==> src/rtl/multiword_add_seq.sv <==
// rtl/multiword_add_seq.sv - W-bit add/subtract serialised over WORDS passes of an external N-bit adder
// Operands are held as WORDS x N chunk arrays so the active chunk is selected by idx directly.
module multiword_add_seq #(
  parameter int N = 32,
  parameter int WORDS = 4,
  localparam int W = N * WORDS
) (
  input  logic         clk,
  input  logic         rst_n,
  input  logic         in_valid,
  output logic         in_ready,
  input  logic [W-1:0] in_a,
  input  logic [W-1:0] in_b,
  input  logic         in_sub,
  output logic         out_valid,
  input  logic         out_ready,
  output logic [W-1:0] out_sum,
  output logic         out_cout,
  output logic         out_ovf,
  output logic         busy,
  output logic [N-1:0] add_a,
  output logic [N-1:0] add_b,
  output logic         add_cin,
  input  logic [N-1:0] add_s,
  input  logic         add_cout
);

  localparam int IW = $clog2(WORDS);
  localparam logic [IW-1:0] LAST = IW'(WORDS - 1);

  typedef enum logic [1:0] {
    IDLE = 2'd0,
    RUN  = 2'd1,
    DONE = 2'd2
  } state_t;

  state_t                  state;
  logic [IW-1:0]           idx;
  logic                    carry_reg;
  logic [WORDS-1:0][N-1:0] a_reg;
  logic [WORDS-1:0][N-1:0] b_reg;
  logic [WORDS-1:0][N-1:0] sum_reg;

  // Subtract is A + ~B + 1: B is inverted at capture and the +1 rides in as the first carry-in.
  always_ff @(posedge clk or negedge rst_n) begin
    if (!rst_n) begin
      state     <= IDLE;
      idx       <= '0;
      carry_reg <= 1'b0;
      a_reg     <= '0;
      b_reg     <= '0;
      sum_reg   <= '0;
      out_cout  <= 1'b0;
      out_ovf   <= 1'b0;
    end else begin
      case (state)
        IDLE: begin
          if (in_valid) begin
            a_reg     <= in_a;
            b_reg     <= in_sub ? ~in_b : in_b;
            carry_reg <= in_sub;
            idx       <= '0;
            state     <= RUN;
          end
        end
        RUN: begin
          sum_reg[idx] <= add_s;
          carry_reg    <= add_cout;
          if (idx == LAST) begin
            out_cout <= add_cout;
            out_ovf  <= (a_reg[WORDS-1][N-1] == b_reg[WORDS-1][N-1]) &&
                        (add_s[N-1] != a_reg[WORDS-1][N-1]);
            idx      <= '0;
            state    <= DONE;
          end else begin
            idx <= idx + IW'(1);
          end
        end
        DONE: begin
          if (out_ready) begin
            state <= IDLE;
          end
        end
        default: state <= IDLE;
      endcase
    end
  end

  assign add_a   = (state == RUN) ? a_reg[idx] : '0;
  assign add_b   = (state == RUN) ? b_reg[idx] : '0;
  assign add_cin = (state == RUN) ? carry_reg : 1'b0;

  assign out_sum   = sum_reg;
  assign in_ready  = (state == IDLE);
  assign out_valid = (state == DONE);
  assign busy      = (state != IDLE);

endmodule

==> config.mk <==
export PLATFORM = sky130hd
export DESIGN_NAME = multiword_add_seq
export DESIGN_NICKNAME = d
export VERILOG_FILES = /design/src/rtl/multiword_add_seq.sv
export SDC_FILE = /design/constraint.sdc
export NUM_CORES = 1
export LEC_CHECK = 0
export CELL_PAD_IN_SITES_DETAIL_PLACEMENT = 1
export CELL_PAD_IN_SITES_GLOBAL_PLACEMENT = 2
export CORE_MARGIN = 2
export CORE_UTILIZATION = 30
export DETAILED_ROUTE_END_ITERATION = 6
export PLACE_DENSITY = 0.81
export SETUP_SLACK_MARGIN = 0.3
export SLEW_MARGIN = 20
export SYNTH_ARGS = -nofsm -noshare
export SYNTH_HDL_FRONTEND = slang
export SYNTH_SLANG_ARGS = --single-unit
==> constraint.sdc <==
create_clock -name clk -period 2.1 [get_ports clk]
set_input_delay 0.21 -clock clk [delete_from_list [all_inputs] [get_ports clk]]
set_output_delay 0.21 -clock clk [all_outputs]
set_load 0.01 [all_outputs]
Yosys cells after proc, flatten, opt, wreduce, memory -nomap -nowiden. Cells that the tools add are included.

Register bits: 391. Bits of input ports: 294. Output and inout port bits: 198. Word-level logic and storage cells: 58.

$add $sub $neg: 1. Order comparisons: 2. Equality and inequality tests: 8. Mux-type cells: 20. Bitwise logic cells: 1. Reductions and logical operators: 9.

Operator list (number): 32-bit 2-to-1 mux (5); 32-bit binary-select mux with 2-bit select (2); 128-bit bitwise mux (1); 128-bit 2-to-1 mux (1); 128-bit NOT (1); 32-bit demux with 2-bit select (1); 2-bit 2-to-1 mux (5); 2-bit one-hot mux with 3 select lines (1); 2-bit AND reduction (3); 2-bit equality test (second input constant) (2); 2-bit inequality test (second input constant) (2); 2-bit one-hot mux with 2 select lines (1); 2-bit nonzero test (2); 2-bit by 3-bit < comparator with 1-bit output (second input constant) (1); 3-bit AND reduction (1); 2-bit by 1-bit adder with 2-bit output (second input constant) (1); 2-bit by 1-bit equality test with 1-bit output (second input constant) (1); 2-bit by 1-bit >= comparator with 1-bit output (second input constant) (1); 1-bit logical AND (2); 2-bit logical NOT (1); 1-bit 2-to-1 mux (2); 2-bit by 1-bit inequality test with 1-bit output (second input constant) (1); 1-bit one-hot mux with 2 select lines (1); 1-bit equality test (1); 1-bit inequality test (1).

Longest topological paths before layout.
Depth after elaboration: 5. Depth in mapped cells: 8.

Least setup slack after synthesis. Ideal clock, no wire load.

Path kind: flip-flop to flip-flop. From: reg idx[0]. To: reg sum_reg, in the netlist out_sum[10]. Library setup time: 0.125 ns. Data arrival time: 1.768 ns. Required time: 1.975 ns. Slack: 0.207 ns. Cell stages (with the launch flop): 9. Buffers on the path: 4. Clock period less this slack: 1.893 ns. Path through: dfrtp_1 -> clkbuf_1 -> buf_6 -> buf_6 -> inv_1 -> ha_1 -> nand2_1 -> buf_2 -> mux2_2.

Cells in the longest elaborated chain, start to end: 5. Elaborated cells between the ends (all ways): 6. Classes of those cells: order compare (2); mux (3); reduce/logical (1).

RTL lines: from (decl) (line 38) `logic [IW-1:0] idx;`; from (signal assigned) (line 76) `idx <= idx + IW'(1);`; 2-bit by 3-bit < comparator with 1-bit output (not written as such) or 2-bit by 1-bit >= comparator with 1-bit output (tied branches) (line 67) `sum_reg[idx] <= add_s;`; 1-bit logical AND (not written as such) (line 67); 32-bit 2-to-1 mux (not written as such) (line 67); 32-bit demux with 2-bit select * (line 67); 128-bit bitwise mux * (line 67); to (signal, indexed assignment) (line 67); to (decl) (line 42) `logic [WORDS-1:0][N-1:0] sum_reg;`.

Every way passes the cells marked *; elsewhere a longest branch is shown, timed or not. A chain may end at the register's enable or synchronous reset.

Worst setup path in the final report.
From: reg idx[0]. To: out add_b[30].

Cells in the longest elaborated chain, start to end: 3.

RTL lines: 32-bit binary-select mux with 2-bit select (line 90) `assign add_b = (state == RUN) ? b_reg[idx] : '0;`; 32-bit 2-to-1 mux (not written as such) (line 90); 32-bit 2-to-1 mux (line 90); to (decl) (line 22) `output logic [N-1:0] add_b,`.

Every way passes these cells. The select of a mux whose other input is x is not followed.

==> reports/results.env <==
RUN_STATUS='complete, but fails checks'
VIOLATIONS='setup timing'
GRT_SETUP_UNREPAIRED='yes'
PLACE_WS_NS=-0.1302
LAYOUT_WORST_PATH_CYCLE_SHARE_PCT=117.7
CLOCK_INSERTION_DELAY_WORST_SKEW_NS=0.57
DRV_CAP=0
TIMING.CRITICAL_PATH.TO_TYPE='primary output'
GLOBAL_ROUTE.OVERFLOW_TOTAL=0
GP_CONGESTION=0.8549
SYNTH_EDF_COUNT=0
BUFFER_PORTS.INSERTED=491
SYNTH_AREA_LEADERS='dfrtp_1 (55%), nand2_1 (11%), mux2_2 (8.2%)'
SYNTHESIS.AREA_SQ_UM=17670
TIMING.FINAL.CRIT_PERIOD_NS=2.472
CRITICAL_PATH_PEAK_FANOUT=7
HOLDCRITPATHCLASS='input pin to async pin'
COREAREA_SQ_UM=57920
SLEW_HEADROOM_PCT=71.76
CLOCK_TREE_FROM_TRITONCTS='yes'
IRDROPWORSTVDD_uV=943.4
POSTLAYOUTSETUPSLACKWORST_NS=-0.3722
DRT_PASS1_ITERATIONS=5
NUMCLOCKSINKS=391
FLOORPLAN.INITIALDENSITY_PCT=30.51
PATH_CLK_SLEW_NS=0.06
SYNTH-WARNING-COUNT=0
MOSTFREQUENTLAYOUTCELLS='clkdlybuf4s50_1 (417), nand2_1 (390), dfrtp_1 (388)'
TIMING.SETUP.CRITICAL_PATH_CLASS='flip-flop to primary output'
DETAILEDROUTE.FIRSTITERATIONVIOLATIONS=678
PLACE.DETAILED.HPWL_UM=42250
DRIVE_GT1_SHARE_PCT=36.22
CHIPHEIGHT_UM=246.7
YOSYS_MOST_USED_DFF='dfrtp_1'
POWER_DENSITY_nW_PER_UM2=1657
MAXIMUM_NUMBER_OF_PINS_ON_ONE_NET_BEFORE_GLOBAL_ROUTE_REPAIR=94
SYN_INST=1557
SYNTH_TOP_AREA_SHARE_PCT=55.37
NUM_IO_PINS=492
CRITICAL_PATH_ARRIVAL_NS=2.26
WORST-ENDPOINT-REQUIRED_NS=1.89
TIMING.FMAX_MHz=404.5
CTS_INSERTED_BUFFERS=45
WL_PER_CELL_UM=24.81
NUMBER_OF_BUFFERS_ON_THE_LONGEST_CLOCK_PATH=3
DRC=0
CLOCK_SKEW_NS=0.01445
DR_TOTAL_VIAS=14520
TIMING.HOLD.WS_NS=0.1278
COMMONEST_NON_FILL_NON_TAP_CELL_IN_THE_LAYOUT='clkdlybuf4s50_1'
INITIAL_ANTENNA_VIOLATION_COUNT=9
POSTSYNTH.ASYNCRESETSHARE_PCT=100.0
SYN-MEAN-INSTANCE-AREA_SQ_UM=11.35
P_LEAK_uW=0.01331
SETUP.REG_TO_REG.WORST_SLACK_NS=-0.04
SETUP_VIOL=93
ROOT_BUFFER='clkbuf_16'
SYNTH-SEQ-AREA-SHARE_PCT=55.37
FIN_TNS_SETUP_NS=-18.93
GRT_PASS1_WL_UM=98120
TIMING.FINAL.HOLD_VIOLATIONS=0
SYN-NUM-NETS=1855
CRITICAL_PATH.STARTPOINT_TYPE='flip-flop'
POST_DRT_VIA_CELL_RATIO=4.862
BIGGEST_AREA_CONSUMER_AMONG_SYNTHESIZED_CELLS='dfrtp_1'
WORST_SLEW_PIN_SLEW_NS=0.4237
NUMBER_OF_SYNTHESIZED_REGISTER_BITS=391
DIEWIDTH_UM=246.7
FINAL_NET_COUNT=2483
FILLERS=5923
STD_CELL_ROWS=88
GRT_PASS1_VIAS=15500
CTSHTREEMAXLEVEL=2
SYNTHTOLAYOUTAREAGROWTH_PCT=66.64
GRT_USE_TOTAL_PCT=21.48
ANTENNA_LEFT=0
TIMING_MAX_TRANSITION_VIOLATIONS_FINAL=0
ROUTED_WL_UM=74120
FP.DIEAREA_SQ_UM=60860
SYNTH.LIB_CELLS_USED.DISTINCT=28
-- cell type report --
| class | instances | area (sq um) | area share (%) |
|---|---|---|---|
| Sequential cell | 391 | 9793 | 33.26 |
| Multi-Input combinational cell | 1055 | 8612 | 29.24 |
| Timing Repair Buffer | 688 | 8569 | 29.10 |
| Clock buffer | 67 | 1351 | 4.589 |
| Tap cell | 765 | 957.2 | 3.250 |
| Clock inverter | 15 | 135.1 | 0.4589 |
| Inverter | 4 | 25.02 | 0.08498 |
| Antenna cell | 2 | 5.005 | 0.01700 |
-- worst paths after layout --
path | end | from | depth (start not counted)
worst min register to register | a_reg[83] | a_reg[83] | 2
max in group asynchronous | out_sum[70] | rst_n | 4
min in group clk | b_reg[91] | in_sub | 3
worst max-delay path | add_b[30] | idx[0] | 6
worst max register to register | out_sum[116] | idx[1] | 9
worst min-delay path | b_reg[103] | rst_n | 2
-- timing repair --
action | 4_1_cts | 5_1_grt
resized for setup | 473 | 430
buffers inserted | 48 | 16
endpoints found under the hold margin | 270 | 0
pin swaps | 46 | 146
setup endpoints to repair | 210 | 445
hold buffers | 1 | 0
cloned | 24 | 48
-- where the power goes --
part           internal [uW]  switching [uW]  total, uW
Clock                   4700            3330       8030
Sequential             11300            2890      14200
Combinational          15500           11100      26600
Total                  31500           17300      48800
-- stage by stage --
stage | power, uW | utilization, % | instances | instance area [sq um]
6_report | 48810 | 50.85 | 2987 | 29450
4_1_cts | 43740 | 46.33 | 2921 | 26830
5_1_grt | 51270 | 50.85 | 2987 | 29450
3_3_place_gp | 31110 | 40.92 | 2766 | 23700
2_1_floorplan | 22830 | - | 1557 | 17720
3_5_place_dp | 31710 | 40.92 | 2766 | 23700
-- synthesized netlist by cell type, types with 2 or more instances --
cell	n
mux4_2	64
buf_2	46
mux2_2	129
and2_1	65
clkbuf_1	29
nand2_1	518
ha_1	4
o31ai_1	2
dfrtp_1	391
nand2b_1	2
o21ai_1	100
o21ai_0	31
inv_1	4
buf_6	31
xnor2_1	128
-- worst max-delay path, cell delays in order, from the launching register on --
cell and delay [ns]:
dfrtp_4 0.45, buf_12 0.16, buf_12 0.13, buf_12 0.13
mux4_2 0.51, and2_4 0.19, buf_6 0.12
-- per-layer routing --
| metal | up-vias | share of wire [%] | track usage, % |
|---|---|---|---|
| li1 | 6407 | - | - |
| met1 | 7487 | 41 | 26.22 |
| met2 | 506 | 50 | 37.62 |
| met3 | 110 | 6.8 | 5.828 |
| met4 | 14 | 2.5 | 5.138 |
| met5 | - | 0.13 | 0 |
-- logic make-up (layout without fill, tap and decap cells) --
kind of cell | after synthesis | in the layout | share of synthesized area (%)
AO/OA/AOI/OAI | 135 | 135 | 3.866
XOR/XNOR | 128 | 128 | 6.344
adder cells (fa/ha/maj) | 4 | 4 | 0.2832
buffers and inverters | 112 | 774 | 4.028
flip-flops | 391 | 391 | 55.37
multiplexers | 193 | 193 | 16.38
other | 0 | 2 | 0
AND/OR/NAND/NOR | 594 | 595 | 13.74
Power figures use the tool's default switching activity.
